--- config.mk ---
export PLATFORM = sky130hd
export DESIGN_NAME = display_scan_ctrl_flat
export DESIGN_NICKNAME = d
export VERILOG_FILES = /design/src/rtl/disp_pkg.sv /design/src/rtl/display_scan_ctrl_if.sv /design/src/rtl/display_scan_ctrl_dec.sv /design/src/rtl/display_scan_ctrl.sv /design/src/flat_wrapper.sv
export SDC_FILE = /design/constraint.sdc
export NUM_CORES = 1
export LEC_CHECK = 0
export BUFFER_PORTS_ARGS = -buffer_cell sky130_fd_sc_hd__buf_2
export CAP_MARGIN = 10
export CORE_ASPECT_RATIO = 1.4
export CORE_MARGIN = 2
export CORE_UTILIZATION = 59
export CTS_CLUSTER_DIAMETER = 150
export DETAILED_ROUTE_END_ITERATION = 16
export PLACE_DENSITY_LB_ADDON = 0.12
export SYNTH_ARGS = -nofsm -noshare
export SYNTH_HDL_FRONTEND = slang
export SYNTH_SLANG_ARGS = --single-unit
--- constraint.sdc ---
create_clock -name clk -period 2.3 [get_ports clk]
set_clock_uncertainty 0.15 [all_clocks]
set_input_delay 0.23 -clock clk [delete_from_list [all_inputs] [get_ports clk]]
set_output_delay 0.23 -clock clk [all_outputs]
set_load 0.01 [all_outputs]
--- src/rtl/disp_pkg.sv ---
// disp_pkg: shared FSM encoding and BCD constants for the display scan controller
package disp_pkg;
  typedef enum logic {ST_LAMP, ST_SCAN} state_t;
  localparam logic [3:0] BCD_ZERO = 4'd0;
endpackage

--- src/rtl/display_scan_ctrl_if.sv ---
// display_scan_ctrl_if: digit data in, multiplexed digit enables and segments out
interface display_scan_ctrl_if #(
  parameter int N_DIGITS = 4
);
  logic [4*N_DIGITS-1:0] digits_in;
  logic                  load;
  logic                  blank_all;
  logic                  busy;
  logic [N_DIGITS-1:0]   dig_sel_n;
  logic [6:0]            seg;
  modport master (output digits_in, load, blank_all, input busy, dig_sel_n, seg);
  modport slave (input digits_in, load, blank_all, output busy, dig_sel_n, seg);
endinterface

--- src/rtl/display_scan_ctrl_dec.sv ---
// display_scan_ctrl_dec: Standard_7448 BCD-to-7-segment decoder, active-high LT/RBI/BI, seg[0]=a .. seg[6]=g
module display_scan_ctrl_dec
  import disp_pkg::*;
(
  input  logic [3:0] data,
  input  logic       lt,
  input  logic       rbi,
  input  logic       bi,
  output logic [6:0] seg
);
  logic [6:0] glyph;
  always_comb begin
    case (data)
      4'd0:    glyph = 7'h3F;
      4'd1:    glyph = 7'h06;
      4'd2:    glyph = 7'h5B;
      4'd3:    glyph = 7'h4F;
      4'd4:    glyph = 7'h66;
      4'd5:    glyph = 7'h6D;
      4'd6:    glyph = 7'h7C;
      4'd7:    glyph = 7'h07;
      4'd8:    glyph = 7'h7F;
      4'd9:    glyph = 7'h67;
      4'd10:   glyph = 7'h58;
      4'd11:   glyph = 7'h4C;
      4'd12:   glyph = 7'h62;
      4'd13:   glyph = 7'h69;
      4'd14:   glyph = 7'h78;
      default: glyph = 7'h00;
    endcase
    seg = bi ? 7'h00 : lt ? 7'h7F : (rbi && data == BCD_ZERO) ? 7'h00 : glyph;
  end
endmodule

--- src/rtl/display_scan_ctrl.sv ---
// display_scan_ctrl: time-multiplexes one 7448 decoder over N_DIGITS digits with
// power-on lamp test, leading-zero blanking, anti-ghost gap and frame-aligned updates
module display_scan_ctrl #(
  parameter int N_DIGITS    = 4,
  parameter int SCAN_DIV    = 1000,
  parameter int GAP         = 2,
  parameter int LAMP_CYCLES = 1000
) (
  input logic                clk,
  input logic                rst_n,
  display_scan_ctrl_if.slave bus
);
  import disp_pkg::*;
  localparam int DW = $clog2(SCAN_DIV + 1);
  localparam int LW = $clog2(LAMP_CYCLES + 1);
  localparam int SW = N_DIGITS > 1 ? $clog2(N_DIGITS) : 1;
  if (SCAN_DIV <= GAP) begin : g_bad_div
    $error("SCAN_DIV must be greater than GAP");
  end
  if (LAMP_CYCLES < 1) begin : g_bad_lamp
    $error("LAMP_CYCLES must be at least 1");
  end
  state_t                state;
  logic [LW-1:0]         lamp_cnt;
  logic [DW-1:0]         div_cnt;
  logic [SW-1:0]         slot;
  logic [N_DIGITS-1:0][3:0] shadow;
  logic [N_DIGITS-1:0][3:0] active;
  logic [N_DIGITS:0]     nz;
  logic [N_DIGITS-1:0]   lz;
  logic                  drv_lt;
  logic                  drv_rbi;
  logic                  drv_bi;
  logic [3:0]            drv_data;
  logic                  lamp_done;
  logic                  div_wrap;
  logic                  slot_wrap;
  // nz[i]: some active digit at position i or above is non-zero
  assign nz[N_DIGITS] = 1'b0;
  for (genvar i = 0; i < N_DIGITS; i++) begin : g_lz
    assign nz[i] = nz[i+1] | (active[i] != BCD_ZERO);
    assign lz[i] = ~nz[i];
  end
  assign lamp_done = lamp_cnt == LW'(LAMP_CYCLES - 1);
  assign div_wrap  = div_cnt == DW'(SCAN_DIV - 1);
  assign slot_wrap = slot == SW'(N_DIGITS - 1);
  // Outputs are registered from the current scan position so enables and decoder inputs switch together
  always_ff @(posedge clk or negedge rst_n)
    if (!rst_n) begin
      state         <= ST_LAMP;
      lamp_cnt      <= '0;
      div_cnt       <= '0;
      slot          <= '0;
      shadow        <= '0;
      active        <= '0;
      drv_lt        <= 1'b0;
      drv_rbi       <= 1'b0;
      drv_bi        <= 1'b1;
      drv_data      <= BCD_ZERO;
      bus.busy      <= 1'b1;
      bus.dig_sel_n <= '1;
    end else begin
      if (bus.load) shadow <= bus.digits_in;
      bus.busy      <= state == ST_LAMP;
      bus.dig_sel_n <= state == ST_LAMP ? '0 : ~(N_DIGITS'(1) << slot);
      drv_lt        <= state == ST_LAMP;
      drv_bi        <= state == ST_SCAN && (div_cnt < DW'(GAP) || bus.blank_all);
      drv_rbi       <= state == ST_SCAN && slot != '0 && lz[slot];
      drv_data      <= state == ST_LAMP ? BCD_ZERO : active[slot];
      if (state == ST_LAMP) begin
        lamp_cnt <= lamp_done ? '0 : lamp_cnt + 1'b1;
        if (lamp_done) begin
          state   <= ST_SCAN;
          div_cnt <= '0;
          slot    <= '0;
          active  <= shadow;
        end
      end else begin
        div_cnt <= div_wrap ? '0 : div_cnt + 1'b1;
        if (div_wrap) slot <= slot_wrap ? '0 : slot + 1'b1;
        if (div_wrap && slot_wrap) active <= shadow;
      end
    end
  display_scan_ctrl_dec u_dec (
    .data (drv_data),
    .lt   (drv_lt),
    .rbi  (drv_rbi),
    .bi   (drv_bi),
    .seg  (bus.seg)
  );
endmodule

--- src/flat_wrapper.sv ---
// flat-port wrapper written by rule: the top's interface ports become plain ports
module display_scan_ctrl_flat import disp_pkg::*;
#(
  parameter int N_DIGITS    = 4,
  parameter int SCAN_DIV    = 1000,
  parameter int GAP         = 2,
  parameter int LAMP_CYCLES = 1000
)
  (clk, rst_n, bus_digits_in, bus_load, bus_blank_all, bus_busy, bus_dig_sel_n, bus_seg);
  display_scan_ctrl_if #(.N_DIGITS(N_DIGITS)) bus_i ();
  input logic clk;
  input logic rst_n;
  input wire logic [$bits(bus_i.digits_in)-1:0] bus_digits_in;
  input wire logic [$bits(bus_i.load)-1:0] bus_load;
  input wire logic [$bits(bus_i.blank_all)-1:0] bus_blank_all;
  output wire logic [$bits(bus_i.busy)-1:0] bus_busy;
  output wire logic [$bits(bus_i.dig_sel_n)-1:0] bus_dig_sel_n;
  output wire logic [$bits(bus_i.seg)-1:0] bus_seg;
  assign bus_i.digits_in = bus_digits_in;
  assign bus_i.load = bus_load;
  assign bus_i.blank_all = bus_blank_all;
  assign bus_busy = bus_i.busy;
  assign bus_dig_sel_n = bus_i.dig_sel_n;
  assign bus_seg = bus_i.seg;
  display_scan_ctrl #(.N_DIGITS(N_DIGITS), .SCAN_DIV(SCAN_DIV), .GAP(GAP), .LAMP_CYCLES(LAMP_CYCLES)) u_core (.clk(clk), .rst_n(rst_n), .bus(bus_i));
endmodule
==> flow_summary_export.csv, run 1 <==
group,metric,value,unit
routing,routed_wl,6.388,mm
timing,fmax,452.5,MHz
clock_network,cts_sinks,67,
cells_and_area,fin_util,73.19,%
synthesis,synth_nets,306,
clock_network,htreeDepth,3,
floorplan,start_util,60.35,%
synthesis,synth_cells,274,
cells_and_area,final_nets,361,
global_route,grt_usage,23.86,%
routing,drtPass1Iterations,4,
routing,drc,0,
critical_path,crit_fanout,7,
critical_path,critPathKind,"flop to primary output",
global_route,grt_max_degree,44,
cells_and_area,layout_common_cells,"dfrtp_1 (60), buf_2 (31), nor2_1 (21)",
run,cap_violations,0,
routing,viasPerCell,5.677,
routing,vias,2282,
timing,worst_slew_pin_slew,0.5636,ns
timing,layout_min_cycle_time,2.210,ns
critical_path,start_kind,"flop",
cells_and_area,stdcell_count,402,
critical_path,cp.arrival,1.83,ns
placement,port-buffer-count,31,
cells_and_area,regArea,1685,um^2
clock_network,cts.repair_timing.setup_buffer_count,0,
hold_path,holdCritPathClass,"input pin to flop",
placement,gp_congestion,0.8340,
synthesis,synth_flop_cell,"dfrtp_1",
synthesis,yosys_register_bits,67,
timing,relSlewSlack,62.42,%
status,status,"completed",
timing,final_max_slew_viol_count,0,
synthesis,ys_seq_area_share,51.63,%
power,peakVddDrop,0.6074,mV
power,p_leak,1.744,nW
cells_and_area,multi_input_area,1481,um^2
floorplan,die-width,66.84,um
routing,ant_nets,0,
clock_network,cts_root_buf,"clkbuf_8",
synthesis,synth_cell_type_count,48,
timing,finalHoldViolations,0,
global_route,grt_pass1_vias,2376,
timing,rsz0062_at_grt,"true",
cells_and_area,drive_above_1_share,30.54,%
cells_and_area,fin_area,3956,um^2
synthesis,async_flop_share,100.0,%
floorplan,rows,32,
cells_and_area,syn2layout_area_growth,21.29,%
cells_and_area,final_common_cell,"dfrtp_1",
floorplan,die-area,6148,um^2
clock_network,cts_tree,"built",
timing,setup_violations,0,
cells_and_area,num-fill-cells,380,
floorplan,pin_count,32,
floorplan,core,5405,um^2
synthesis,yosys_warnings,0,
clock_network,cts_buffer_depth,2,
placement,dp_cells,368,
critical_path,worstPathRequired,1.92,ns
placement,dpl_cell_area,3511,um^2
power,power_density,631.1,nW/um^2
clock_network,clkTransAtPathRegs,0.08,ns
floorplan,die_h,91.98,um
placement,dp_hpwl,4.561,mm
global_route,overflow,0,
synthesis,synthesis.area,3262,um^2
cells_and_area,num_antenna_cells,0,
critical_path,worstSetupEndpointType,"primary output",
routing,wire_per_inst,15.89,um
global_route,grt_pass1_wl,10.88,mm
synthesis,synth_edf_count,0,
global_route,antenna_found_initial,0,
routing,drt_iter0_markers,78,
synthesis,postSynthAreaPerCell,11.90,um^2
clock_network,insertion_delay,0.34,ns
timing,finalCritPeriodShare,96.09,%
clock_network,cts_buffers,9,
layout make-up:
cell class	count	share of cell area (%)
Multi-Input combinational cell	184	37.44
Clock inverter	6	2.910
Timing Repair Buffer	58	10.82
Tap cell	68	2.151
Clock buffer	10	3.226
Inverter	9	0.8539
Sequential cell	67	42.60
routing by layer:
metal,global-route usage [%],vias up,routed length (um)
met5,0,-,0
met4,10.37,0,138
met3,5.276,14,197
met2,42.58,51,3544
met1,26.49,1114,2507
li1,-,1103,-
state kept, by name, indices dropped and copies added (netlist names), 2 cells and up:
name / count
u_core.active: 16
u_core.shadow: 16
u_core.div_cnt: 10
u_core.lamp_cnt: 10
u_core.bus.dig_sel_n: 4
u_core.drv_data: 4
u_core.slot: 2
cell families (layout without fill, tap and decap cells):
family,after synthesis,in the layout,synth area share [%]
simple gates,78,78,12.47
compound gates,51,51,10.86
buf+inv,23,83,3.606
fa+ha+maj,12,12,4.603
flops,67,67,51.63
mux,36,36,14.96
xor+xnor,7,7,1.880
metrics by stage:
step	hold slack [ns]	power (mW)	setup WS, ns	TNS (ns)
after floorplan	-0.2156	1.273	0.2461	0
after global placement	0.1060	1.319	0.1970	0
after detailed placement	0.1066	1.323	0.1595	0
after CTS	0.2339	2.518	0.03182	0
after global routing	0.2743	2.577	-0.001847	-0.001847
final	0.2505	2.497	0.09001	0
report_power, final:
| group | leakage, nW | switching [mW] | total [mW] | internal (mW) |
|---|---|---|---|---|
| Sequential | 0.857 | 0.0155 | 1.22 | 1.21 |
| Combinational | 0.771 | 0.0410 | 0.101 | 0.0599 |
| Clock | 0.117 | 0.450 | 1.17 | 0.724 |
| Total | 1.74 | 0.507 | 2.50 | 1.99 |
final timing paths:
path	start	cells past startpoint	slack (ns)	endpoint
min	bus_load	2	0.25	u_core.shadow[2]$_DFFE_PN0P_
min in group asynchronous	rst_n	2	0.26	u_core.lamp_cnt[8]$_DFFE_PN0N_
max in group asynchronous	rst_n	3	1.08	u_core.bus.dig_sel_n[1]$_DFF_PN1_
min reg2reg	u_core.lamp_cnt[9]$_DFFE_PN0N_	1	0.34	u_core.lamp_cnt[9]$_DFFE_PN0N_
max reg2reg	u_core.div_cnt[1]$_DFFE_PN0P_	6	0.17	u_core.active[0]$_DFFE_PN0P_
max	u_core.drv_data[1]$_DFF_PN0_	7	0.09	bus_seg[3]
synthesized netlist by cell type, drive strengths merged, types with 2 or more instances:
library cell	n	share of area, %
ha	12	4.6
nand4	3	0.58
nor2b	3	0.58
nand2	19	2.2
nor2	21	2.4
a211oi	2	0.46
inv	9	1.0
xnor2	6	1.6
clkbuf	11	1.3
a32o	2	0.61
and3	4	0.77
o41ai	2	0.77
nand3	4	0.61
and2	4	0.77
or3	2	0.38
and4b	2	0.73
mux2	32	12
nor4	7	1.5
a22o	3	0.81
dfstp	6	4.8
a21oi	15	2.3
buf	3	1.3
nor3	5	0.77
dfrtp	61	47
a31oi	5	0.96
mux4	4	2.8
a211o	3	0.81
a41oi	3	0.81
o21ai	9	1.4
critical path: stages, from the launching register on:
cell and delay (ns):
dfrtp_2 0.46, inv_2 0.11, ha_4 0.16, nand2_1 0.08, or3_1 0.35, a21oi_1 0.15, nor2_1 0.05, buf_2 0.13
repair_timing:
| item | in CTS | in global routing |
|---|---|---|
| endpoints found under the hold margin | 40 | 0 |
| gates resized for setup | 4 | 2 |
| hold buffers | 18 | 0 |
| endpoints found under the setup margin | 5 | 8 |
Note: power is estimated with default switching activity, not from simulation.
==> inputs of run 2 (changes only) <==
--- a/constraint.sdc
+++ b/constraint.sdc
@@ -4,2 +4,2 @@
 set_output_delay 0.23 -clock clk [all_outputs]
-set_load 0.01 [all_outputs]
+set_load 0.02 [all_outputs]
==> flow_summary_export.csv, run 2 (synthesis gave the netlist of run 1 again) <==
group,metric,value,unit
critical_path,cp.buffers_inverters,2,
critical_path,worstPathRequired,1.92,ns
critical_path,crit_fanout,7,
cells_and_area,reg.largest.list,"u_core.active x16, u_core.shadow x16",
routing,ant_nets,0,
global_route,grt_usage,24.76,%
global_route,overflow,0,
power,seq_power_share,48.7,%
global_route,antenna_found_initial,0,
floorplan,die_h,91.98,um
critical_path,crit_path_start,"u_core.drv_data[1]$_DFF_PN0_",
critical_path,cp.depth,7,
critical_path,reg2reg_depth,6,
timing,layout_min_cycle_time,2.210,ns
timing,whs,0.2364,ns
floorplan,rows,32,
timing,final_max_slew_viol_count,0,
timing,worst_slew_pin_slew,0.5735,ns
cells_and_area,regArea,1685,um^2
power,clockPowerShare,47.3,%
critical_path,worstSetupEndpointType,"primary output",
global_route,grt_pass1_wl,11.31,mm
clock_network,cts_root_buf,"clkbuf_8",
critical_path,cp.arrival,1.83,ns
routing,drc,0,
power,p_leak,1.749,nW
power,comb_power_share,4.0,%
timing,relSlewSlack,61.77,%
critical_path,cp_cell_sequence,"inv_2, ha_4, nand2_1, or3_1, a21oi_1, nor2_1, buf_2",
floorplan,die-area,6148,um^2
power,power,2.510,mW
run,cap_violations,0,
placement,post-place-ws,0.1329,ns
clock_network,htreeDepth,3,
cells_and_area,syn2layout_area_growth,21.63,%
floorplan,core,5405,um^2
global_route,grt_pass1_vias,2379,
critical_path,critPathTopFamily,"simple AND/OR/NAND/NOR gates",
critical_path,critPathKind,"flop to primary output",
power,peakVddDrop,0.4741,mV
critical_path,r2r-end,"u_core.active[11]$_DFFE_PN0P_",
placement,gp_congestion,0.8363,
clock_network,clkTransAtPathRegs,0.08,ns
power,sw_frac_of_total,20.71,%
hold_path,holdCritPathClass,"input pin to flop",
floorplan,die-width,66.84,um
critical_path,max_stage_delay,0.46,ns
critical_path,start_kind,"flop",
placement,dp_hpwl,4.497,mm
cells_and_area,num_antenna_cells,0,
routing,viasPerCell,5.717,
cells_and_area,num-fill-cells,389,
critical_path,r2r_start,"u_core.div_cnt[1]$_DFFE_PN0P_",
routing,wire_per_inst,16.14,um
clock_network,cts_buffers,9,
power,power_density,632.6,nW/um^2
timing,setup_violations,0,
clock_network,cts_tree,"built",
routing,drt_iter0_markers,72,
clock_network,cts_sinks,67,
timing,fmax,452.4,MHz
clock_network,insertion_delay,0.35,ns
clock_network,cts_buffer_depth,2,
global_route,grt_max_degree,44,
routing,routed_wl,6.505,mm
placement,port-buffer-count,31,
cells_and_area,drive_above_1_share,31.04,%
status,status,"completed",
cells_and_area,layout_common_cells,"dfrtp_1 (60), buf_2 (31), nor2_1 (21)",
routing,drtPass1Iterations,4,
power,p_int,1.990,mW
cells_and_area,final_nets,362,
critical_path,critPathSlowestCell,"dfrtp_2",
critical_path,endpoint,"bus_seg[3]",
floorplan,pin_count,32,
cells_and_area,multi_input_area,1485,um^2
timing,finalHoldViolations,0,
cells_and_area,final_common_cell,"dfrtp_1",
power,switchingPower,519.7,uW
critical_path,r2r_slack,0.14,ns
floorplan,start_util,60.35,%
timing,rsz0062_at_grt,"true",
timing,finalCritPeriodShare,96.11,%
routing,vias,2304,
timing,worst_slack,0.08956,ns
## run 2: cell types whose count changed in the layout (fill, tap and decap cells not counted), sizes merged
cell	previous run	this run
buf	40	41
## run 2: power groups by stage
stage	clock, mW	combinational, mW	sequential [mW]
global placement	0	0.0764	1.24
detailed placement	0	0.0801	1.24
floorplan	0	0.0346	1.24
global route	1.26	0.114	1.23
CTS	1.20	0.104	1.22
finish	1.19	0.101	1.22
## run 2: layout make-up
type / instances / share of cell area (%)
clock inverter: 6 / 2.901
clock buffer: 10 / 3.217
timing repair buffer: 59 / 10.97
inverter: 9 / 0.8515
multi-input combinational: 184 / 37.43
tap: 68 / 2.144
sequential: 67 / 42.48
## run 2: worst min path at each step
stage	from	to	slack (ns)	depth (start not counted)
2_1_floorplan	rst_n	u_core.active[0]$_DFFE_PN0P_	-0.22	0
3_3_place_gp	rst_n	u_core.lamp_cnt[4]$_DFFE_PN0N_	0.11	1
3_5_place_dp	rst_n	u_core.lamp_cnt[9]$_DFFE_PN0N_	0.11	1
4_1_cts	bus_load	u_core.shadow[1]$_DFFE_PN0P_	0.23	2
5_1_grt	bus_load	u_core.shadow[7]$_DFFE_PN0P_	0.27	2
6_report	bus_load	u_core.shadow[1]$_DFFE_PN0P_	0.24	2
## run 2: through the flow
step           util, %  setup TNS [ns]  cell area (um^2)  cells
2_1_floorplan        -               0              3262    274
3_3_place_gp     64.95               0              3511    368
3_5_place_dp     64.95               0              3511    368
4_1_cts          73.03               0              3948    402
5_1_grt          73.40       -0.009621              3968    403
6_report         73.40               0              3968    403
## run 2: routing by layer
| layer | GRT usage (%) | share of wire [%] | up-vias |
|---|---|---|---|
| met5 | 0 | 0 | - |
| met1 | 29.19 | 39 | 1137 |
| met2 | 43.33 | 56 | 43 |
| met4 | 11.22 | 2.0 | 0 |
| li1 | - | - | 1110 |
| met3 | 3.926 | 2.9 | 14 |
## run 2: timing repair
| item | 4_1_cts | 5_1_grt |
|---|---|---|
| resized for setup | 4 | 3 |
| buffers inserted | 0 | 1 |
| hold buffers | 18 | 0 |
| setup endpoints to repair | 5 | 10 |
| endpoints found under the hold margin | 40 | 0 |
